## config.mk

```make
export PLATFORM = sky130hd
export DESIGN_NAME = lift_call_scheduler
export DESIGN_NICKNAME = d
export VERILOG_FILES = /design/src/rtl/lift_pkg.sv /design/src/rtl/lift_target_sel.sv /design/src/rtl/lift_call_scheduler.sv
export SDC_FILE = /design/constraint.sdc
export NUM_CORES = 1
export LEC_CHECK = 0
export CORE_MARGIN = 2
export CORE_UTILIZATION = 45
export CTS_CLUSTER_DIAMETER = 30
export DETAILED_ROUTE_END_ITERATION = 10
export PLACE_DENSITY = 0.66
export SLEW_MARGIN = 10
export SYNTH_ARGS = -nofsm -noshare
export SYNTH_HDL_FRONTEND = slang
export SYNTH_HIERARCHICAL = 1
export SYNTH_SLANG_ARGS = --single-unit
```

## constraint.sdc

```tcl
create_clock -name clk -period 4.75 [get_ports clk]
set_input_delay 0.95 -clock clk [delete_from_list [all_inputs] [get_ports clk]]
set_output_delay 0.95 -clock clk [all_outputs]
set_load 0.005 [all_outputs]
```

## src/rtl/lift_pkg.sv

```systemverilog
// Shared constants, encodings and small helpers for the lift call scheduler.
package lift_pkg;

    localparam int NUM_FLOORS = 4;

    localparam logic [2:0] CALL_1U = 3'b001;
    localparam logic [2:0] CALL_2U = 3'b010;
    localparam logic [2:0] CALL_3U = 3'b011;
    localparam logic [2:0] CALL_2D = 3'b110;
    localparam logic [2:0] CALL_3D = 3'b111;
    localparam logic [2:0] CALL_4D = 3'b100;

    localparam logic [1:0] DIR_IDLE = 2'b00;
    localparam logic [1:0] DIR_UP   = 2'b01;
    localparam logic [1:0] DIR_DOWN = 2'b10;

    typedef enum logic [1:0] {
        ST_IDLE      = 2'b00,
        ST_MOVE_UP   = 2'b01,
        ST_MOVE_DOWN = 2'b10,
        ST_SERVE     = 2'b11
    } state_t;

    typedef struct packed {
        logic [3:0] up;
        logic [3:0] dn;
    } hall_set_t;

    function automatic hall_set_t decode_call(input logic vld, input logic [2:0] code);
        hall_set_t r;
        r.up = 4'b0000;
        r.dn = 4'b0000;
        if (vld) begin
            case (code)
                CALL_1U: r.up = 4'b0001;
                CALL_2U: r.up = 4'b0010;
                CALL_3U: r.up = 4'b0100;
                CALL_2D: r.dn = 4'b0010;
                CALL_3D: r.dn = 4'b0100;
                CALL_4D: r.dn = 4'b1000;
                default: r.up = 4'b0000;
            endcase
        end else begin
            r.dn = 4'b0000;
        end
        return r;
    endfunction

    function automatic logic [3:0] floor_onehot(input logic [1:0] f);
        return 4'b0001 << f;
    endfunction

    function automatic logic [3:0] above_mask(input logic [1:0] f);
        return 4'b1110 << f;
    endfunction

    function automatic logic [3:0] below_mask(input logic [1:0] f);
        return ~(4'b1111 << f);
    endfunction

    function automatic logic [1:0] lowest_idx(input logic [3:0] v);
        logic [1:0] r;
        r = 2'd0;
        for (int i = NUM_FLOORS - 1; i >= 0; i--) begin
            if (v[i]) r = 2'(i);
        end
        return r;
    endfunction

    function automatic logic [1:0] highest_idx(input logic [3:0] v);
        logic [1:0] r;
        r = 2'd0;
        for (int i = 0; i < NUM_FLOORS; i++) begin
            if (v[i]) r = 2'(i);
        end
        return r;
    endfunction

endpackage

```

## src/rtl/lift_target_sel.sv

```systemverilog
// Combinational sweep-direction target selector over the latched request vectors.
module lift_target_sel
    import lift_pkg::*;
(
    input  logic [3:0] up_pend,
    input  logic [3:0] dn_pend,
    input  logic [3:0] car_pend,
    input  logic [1:0] cur_floor,
    input  logic [1:0] dir,
    output logic       target_vld,
    output logic [1:0] target_floor
);

    logic [3:0] ahead_s;
    logic [3:0] pri_s;
    logic [3:0] alt_s;

    // The current floor stays in the search so the target survives until arrival.
    assign ahead_s = (dir == DIR_UP) ? ~below_mask(cur_floor) : ~above_mask(cur_floor);

    // Primary set: same-direction stops; alternate: farthest reversal hall call.
    always_comb begin
        pri_s        = 4'b0000;
        alt_s        = 4'b0000;
        target_vld   = 1'b0;
        target_floor = 2'd0;
        case (dir)
            DIR_UP: begin
                pri_s = (car_pend | up_pend) & ahead_s;
                alt_s = dn_pend & ahead_s;
            end
            DIR_DOWN: begin
                pri_s = (car_pend | dn_pend) & ahead_s;
                alt_s = up_pend & ahead_s;
            end
            default: begin
                pri_s = 4'b0000;
                alt_s = 4'b0000;
            end
        endcase
        if (|pri_s) begin
            target_vld   = 1'b1;
            target_floor = (dir == DIR_UP) ? lowest_idx(pri_s) : highest_idx(pri_s);
        end else if (|alt_s) begin
            target_vld   = 1'b1;
            target_floor = (dir == DIR_UP) ? highest_idx(alt_s) : lowest_idx(alt_s);
        end else begin
            target_vld   = 1'b0;
            target_floor = 2'd0;
        end
    end

endmodule

```

## src/rtl/lift_call_scheduler.sv

```systemverilog
// Hall/car call latching and sweep scheduling for a four-floor lift.
module lift_call_scheduler
    import lift_pkg::*;
#(
    parameter int DWELL_CYC = 4
)
(
    input  logic       clk,
    input  logic       rst_n,
    input  logic       call_vld,
    input  logic [2:0] call_code,
    input  logic       car_vld,
    input  logic [1:0] car_floor,
    input  logic [1:0] cur_floor,
    input  logic       arrived,
    output logic       target_vld,
    output logic [1:0] target_floor,
    output logic [1:0] dir,
    output logic       door_open,
    output logic [3:0] up_pend,
    output logic [3:0] dn_pend,
    output logic [3:0] car_pend
);

    state_t     state_r, state_nxt_s;
    logic [1:0] sweep_r, sweep_nxt_s;
    logic [3:0] cnt_r, cnt_nxt_s;
    logic [3:0] up_r, dn_r, car_r;

    hall_set_t  hall_s;
    logic [3:0] car_set_s, cur_oh_s, above_s, below_s;
    logic [3:0] up_eff_s, dn_eff_s, car_eff_s, any_s;
    logic [3:0] up_clr_s, dn_clr_s, car_clr_s;
    logic       at_cur_s, any_above_s, any_below_s, up_wins_s;
    logic       fwd_s, back_s, serve_entry_s;
    logic [1:0] lo_above_s, hi_below_s;
    logic       sel_vld_s;
    logic [1:0] sel_floor_s;

    assign hall_s    = decode_call(call_vld, call_code);
    assign car_set_s = car_vld ? floor_onehot(car_floor) : 4'b0000;
    assign cur_oh_s  = floor_onehot(cur_floor);
    assign above_s   = above_mask(cur_floor);
    assign below_s   = below_mask(cur_floor);

    lift_target_sel u_target_sel (
        .up_pend      (up_r),
        .dn_pend      (dn_r),
        .car_pend     (car_r),
        .cur_floor    (cur_floor),
        .dir          (dir),
        .target_vld   (sel_vld_s),
        .target_floor (sel_floor_s)
    );

    // Merge new requests; while the door is open, same-direction calls here are absorbed.
    always_comb begin
        up_eff_s  = up_r | hall_s.up;
        dn_eff_s  = dn_r | hall_s.dn;
        car_eff_s = car_r | car_set_s;
        if (state_r == ST_SERVE) begin
            car_eff_s = car_eff_s & ~cur_oh_s;
            if (sweep_r == DIR_UP) begin
                up_eff_s = up_eff_s & ~cur_oh_s;
            end else begin
                dn_eff_s = dn_eff_s & ~cur_oh_s;
            end
        end else begin
            car_eff_s = car_eff_s;
        end
    end

    assign any_s       = up_eff_s | dn_eff_s | car_eff_s;
    assign at_cur_s    = |(any_s & cur_oh_s);
    assign any_above_s = |(any_s & above_s);
    assign any_below_s = |(any_s & below_s);
    assign lo_above_s  = lowest_idx(any_s & above_s);
    assign hi_below_s  = highest_idx(any_s & below_s);
    assign up_wins_s   = any_above_s &&
                         (!any_below_s || ((lo_above_s - cur_floor) <= (cur_floor - hi_below_s)));
    assign fwd_s       = (sweep_r == DIR_UP) ? any_above_s : any_below_s;
    assign back_s      = (sweep_r == DIR_UP) ? any_below_s : any_above_s;

    // Next-state and sweep-direction selection.
    always_comb begin
        state_nxt_s = state_r;
        sweep_nxt_s = sweep_r;
        case (state_r)
            ST_IDLE: begin
                if (at_cur_s) begin
                    state_nxt_s = ST_SERVE;
                    sweep_nxt_s = (up_eff_s[cur_floor] || !dn_eff_s[cur_floor]) ? DIR_UP : DIR_DOWN;
                end else if (up_wins_s) begin
                    state_nxt_s = ST_MOVE_UP;
                    sweep_nxt_s = DIR_UP;
                end else if (any_below_s) begin
                    state_nxt_s = ST_MOVE_DOWN;
                    sweep_nxt_s = DIR_DOWN;
                end else begin
                    state_nxt_s = ST_IDLE;
                end
            end
            ST_MOVE_UP, ST_MOVE_DOWN: begin
                if (!sel_vld_s) begin
                    state_nxt_s = ST_IDLE;
                end else if (arrived && (cur_floor == sel_floor_s)) begin
                    state_nxt_s = ST_SERVE;
                end else begin
                    state_nxt_s = state_r;
                end
            end
            ST_SERVE: begin
                if (cnt_r > 4'd1) begin
                    state_nxt_s = ST_SERVE;
                end else if (fwd_s) begin
                    state_nxt_s = (sweep_r == DIR_UP) ? ST_MOVE_UP : ST_MOVE_DOWN;
                end else if (back_s) begin
                    state_nxt_s = (sweep_r == DIR_UP) ? ST_MOVE_DOWN : ST_MOVE_UP;
                    sweep_nxt_s = (sweep_r == DIR_UP) ? DIR_DOWN : DIR_UP;
                end else if (at_cur_s) begin
                    state_nxt_s = ST_SERVE;
                end else begin
                    state_nxt_s = ST_IDLE;
                end
            end
            default: begin
                state_nxt_s = ST_IDLE;
            end
        endcase
    end

    assign serve_entry_s = (state_nxt_s == ST_SERVE) &&
                           ((state_r != ST_SERVE) || (cnt_r == 4'd1));

    // Stop clears; the opposite hall call goes too only when nothing lies ahead.
    always_comb begin
        up_clr_s  = 4'b0000;
        dn_clr_s  = 4'b0000;
        car_clr_s = 4'b0000;
        cnt_nxt_s = 4'd0;
        if (serve_entry_s) begin
            car_clr_s = cur_oh_s;
            cnt_nxt_s = 4'(DWELL_CYC);
            if (sweep_nxt_s == DIR_UP) begin
                up_clr_s = cur_oh_s;
                dn_clr_s = any_above_s ? 4'b0000 : cur_oh_s;
            end else begin
                dn_clr_s = cur_oh_s;
                up_clr_s = any_below_s ? 4'b0000 : cur_oh_s;
            end
        end else if (state_r == ST_SERVE && state_nxt_s == ST_SERVE) begin
            cnt_nxt_s = cnt_r - 4'd1;
        end else begin
            cnt_nxt_s = 4'd0;
        end
    end

    // State, dwell counter and request registers.
    always_ff @(posedge clk) begin
        if (!rst_n) begin
            state_r <= ST_IDLE;
            sweep_r <= DIR_UP;
            cnt_r   <= 4'd0;
            up_r    <= 4'b0000;
            dn_r    <= 4'b0000;
            car_r   <= 4'b0000;
        end else begin
            state_r <= state_nxt_s;
            sweep_r <= sweep_nxt_s;
            cnt_r   <= cnt_nxt_s;
            up_r    <= up_eff_s & ~up_clr_s & 4'b0111;
            dn_r    <= dn_eff_s & ~dn_clr_s & 4'b1110;
            car_r   <= car_eff_s & ~car_clr_s;
        end
    end

    // Outputs decoded from registered state.
    always_comb begin
        dir          = (state_r == ST_IDLE) ? DIR_IDLE : sweep_r;
        door_open    = (state_r == ST_SERVE);
        target_vld   = ((state_r == ST_MOVE_UP) || (state_r == ST_MOVE_DOWN)) && sel_vld_s;
        target_floor = target_vld ? sel_floor_s : 2'd0;
    end

    assign up_pend  = up_r;
    assign dn_pend  = dn_r;
    assign car_pend = car_r;

endmodule

```

==> results.sh <==
export IMPL_outcome="finished, final reports clean"
export IMPL_start_kind="primary input"
export IMPL_grt_max_degree=20
export IMPL_hold_viol_final=0
export IMPL_ys_ff_latch=18
export IMPL_yosysTopAreaCell="dfxtp_1"
export IMPL_whs_path_depth=1
export IMPL_setup_tns_ns=0
export IMPL_numCtsBuffers=3
export IMPL_vias=2100
export IMPL_num_nets_final=325
export IMPL_drive_above_1_share=0.1367
export IMPL_holdCritPathClass="reg2reg"
export IMPL_slew_headroom=0.5407
export IMPL_p_per_area_nw_per_um2=574.2
export IMPL_tritoncts="done"
export IMPL_antenna_found_initial=0
export IMPL_reg2reg_depth=17
export IMPL_clkPwrFrac=0.088
export IMPL_ys_flop_type="dfxtp_1"
export IMPL_num_io_pins=30
export IMPL_rsz0062_at_grt="false"
export IMPL_p_comb_frac=0.730
export IMPL_gp_congestion=1.018
export IMPL_finalSetupViolations=0
export IMPL_route_detailed_drc=0
export IMPL_insertion_delay_ns=0.25
export IMPL_post_route_util=0.5654
export IMPL_drt_wl_total_mm=5.523
export IMPL_ant_nets=0
export IMPL_post_place_ws_ns=0.02982
export IMPL_irDropWorstVdd_uv=266.9
export IMPL_clockBufferDepth=2
export IMPL_syn_area_per_cell_um2=7.607
export IMPL_dr_pass1_iters=5
export IMPL_swShare=0.4787
export IMPL_hpwl_mm=4.460
export IMPL_yosysTopAreaCellShare=0.1801
export IMPL_yosys_warnings=6
export IMPL_core_area_um2=4324
export IMPL_synth_seq_area_share=0.1801
export IMPL_report_final_slew_viol_count=0
export IMPL_n_antenna_cell=0
export IMPL_syn_area_um2=2001
export IMPL_p_seq_frac=0.182
export IMPL_holdBufCountCts=0
export IMPL_fin_crit_ns=4.440
export IMPL_synth_async_reset_ratio=0
export IMPL_gr_total_overflow=0
export IMPL_rows=24
export IMPL_grt_usage=0.2230
export IMPL_grt_pass1_wl_mm=9.087
export IMPL_leakage_nw=0.9838
export IMPL_fmax_ghz=0.2252
export IMPL_syn_inst=263
export IMPL_htree_levels=1
export IMPL_max_cap_violations=0
export IMPL_path_clk_slew_ns=0.07
export IMPL_p_sw_w=0.0006720
export IMPL_setup_slack_ns=0.3104
export IMPL_first_global_vias=1879
export IMPL_whs_ns=0.4937
export IMPL_initial_utilization=0.4627
export IMPL_wl_per_cell_um=15.69
export IMPL_post_route_period_util=0.9346
export IMPL_min_delay_start="cnt_r[0]"
export IMPL_fin_skew_ns=0.004548
export IMPL_worstSetupPathType="in2reg"
export IMPL_clock_sinks=18
export IMPL_die_h_um=70.68
export IMPL_syn2layout_area_growth_pct=22.20
export IMPL_worst_setup_path_end_kind="flip-flop"
export IMPL_critPathRequiredTime_ns=4.93
export IMPL_drt_iter0_markers=209
export IMPL_ys_top_cells_by_area="dfxtp_1 (18%), ha_1 (7.5%), nor2_1 (3.9%), inv_1 (3.6%), nand3_1 (3.5%)"
export IMPL_synth_cell_types=67
export IMPL_crit_fanout=8
export IMPL_holdPathEnd="cnt_r[0]"
export IMPL_critPathArrivalTime_ns=4.62
export IMPL_dieArea_um2=4995
export IMPL_r2r_slack_ns=0.44
export IMPL_r2r_end="up_pend[1]"
export IMPL_p_int_w=0.0007318
export IMPL_synth_edff_count=0
export IMPL_via_per_inst=5.966
export IMPL_port_buffers=27
export IMPL_cts_root_buf="clkbuf_8"
export IMPL_tightest_slew_ns=0.6817
export IMPL_r2r_start="state_r[0]"
export IMPL_die_x_um=70.68
-- sequential cells by signal, summed over array words and instances, names as in the netlist --
register,flops
sweep_r,2
state_r,2
cnt_r,4
up_pend,3
dn_pend,3
car_pend,4
-- cells by family (layout without fill, tap and decap cells) --
kind of cell               Yosys count  after routing  synth area share
DFF                                 18             18            0.1801
xor gates and xnor gates             5              5           0.02189
buffers and inverters               28             60           0.05629
adders and majority gates           12             12           0.07504
AOI/OAI and AO/OA                   84             84            0.3127
other                                1              6          0.001874
and+or+nand+nor                    108            108            0.3158
muxes                                7              7           0.03627
-- metal layers --
layer | GRT usage | share of wire | up-vias
li1 | - | - | 1065
met1 | 0.3156 | 0.47 | 964
met2 | 0.3627 | 0.46 | 67
met3 | 0.04131 | 0.063 | 4
met4 | 0.03564 | 0.0092 | 0
met5 | 0 | 0 | -
-- cells in the final DEF, fill, tap and decap left out, types with 3 or more instances in the layout --
cell type and count:
o21ai_1 3, and3_1 7, o21ai_0 10, xnor2_1 3, conb_1 6, clkdlybuf4s50_1 27, or3_1 4, inv_1 19
nor2b_1 3, ha_1 12, nand2b_1 5, mux2i_1 5, a211oi_1 4, nand2_1 13, and3b_1 3, or2_2 6
a21oi_1 12, o32ai_1 3, nor3_1 8, nand3_1 14, dfxtp_1 18, clkbuf_8 4, a31oi_1 10, buf_4 10
o211ai_1 3, o22ai_1 4, o31ai_1 7, nor2_1 21
-- layout make-up --
cell class | count | area, um^2
clock buffers | 4 | 55.05
fillers | 426 | 1879
inverters | 19 | 71.32
multi-input cells | 222 | 1548
flip-flops and latches | 18 | 360.3
well taps | 52 | 65.06
repair buffers | 37 | 345.3
-- power by group through the flow --
stage	sequential [W]	combinational (W)	clock, W
after floorplan	0.000244	0.000714	0
after global placement	0.000263	0.00101	0
after detailed placement	0.000261	0.00100	0
after CTS	0.000258	0.00101	0.000126
after global routing	0.000265	0.00113	0.000132
final	0.000255	0.00103	0.000123
-- worst max path at each step --
stage / start / endpoint / slack, ns / cells past startpoint
floorplan: call_vld / car_pend[0] / 0.81 / 16
global placement: call_code[0] / up_pend[1] / 0.09 / 17
detailed placement: call_code[0] / up_pend[1] / 0.03 / 17
CTS: call_code[0] / up_pend[1] / 0.28 / 17
global route: call_code[0] / dn_pend[2] / 0.05 / 17
finish: call_code[0] / dn_pend[2] / 0.31 / 17
-- cells in the mapped netlist, types with 2 or more instances --
cell type and instances:
a31oi_1 10, nor2_2 2, nand2_1 13, o21ai_1 3, o31ai_1 7, nor2_1 21
buf_1 2, or2_2 6, dfxtp_1 18, or4_4 2, a21oi_1 12, a221oi_1 2
nor3_1 8, a211oi_1 4, mux2_2 2, o41ai_1 2, buf_4 2, a2bb2oi_1 2
nor2b_1 3, a311oi_1 2, inv_1 19, ha_1 12, clkbuf_1 5, and4bb_2 2
and4b_1 2, mux2i_1 5, o21a_1 2, and3_1 7, o32ai_1 3, or2_1 2
nor4_1 2, and3b_1 3, o211ai_1 3, xnor2_1 3, o21bai_1 2, a41o_2 2
or3_1 4, and2_1 2, xor2_1 2, nand2b_1 5, o22ai_1 4, nand3_1 14
o21ai_0 10, o2bb2ai_1 2
-- worst max-delay path: stages --
cell and delay (ns):
clkdlybuf4s50_1 0.52, and4b_1 0.28, or2_2 0.29, o22ai_1 0.18, nor2_1 0.10, nor2_1 0.13, a21oi_1 0.09, ha_1 0.19
xor2_1 0.16, ha_1 0.31, a21oi_1 0.13, a21oi_1 0.06, o21ai_0 0.11, a221oi_1 0.13, o32a_1 0.42, or3_1 0.38
a31oi_1 0.19
-- stage by stage --
step,power [W],cells,cell area (um^2)
after floorplan,0.0009573,268,2019
after global placement,0.001270,348,2389
after detailed placement,0.001266,348,2389
after CTS,0.001392,352,2444
after global routing,0.001524,352,2445
final,0.001404,352,2445
-- timing repair --
action	in CTS	in global routing
buffers inserted	0	0
gates resized for setup	0	1
setup endpoints to repair	0	7
Power figures use the tool's default switching activity.
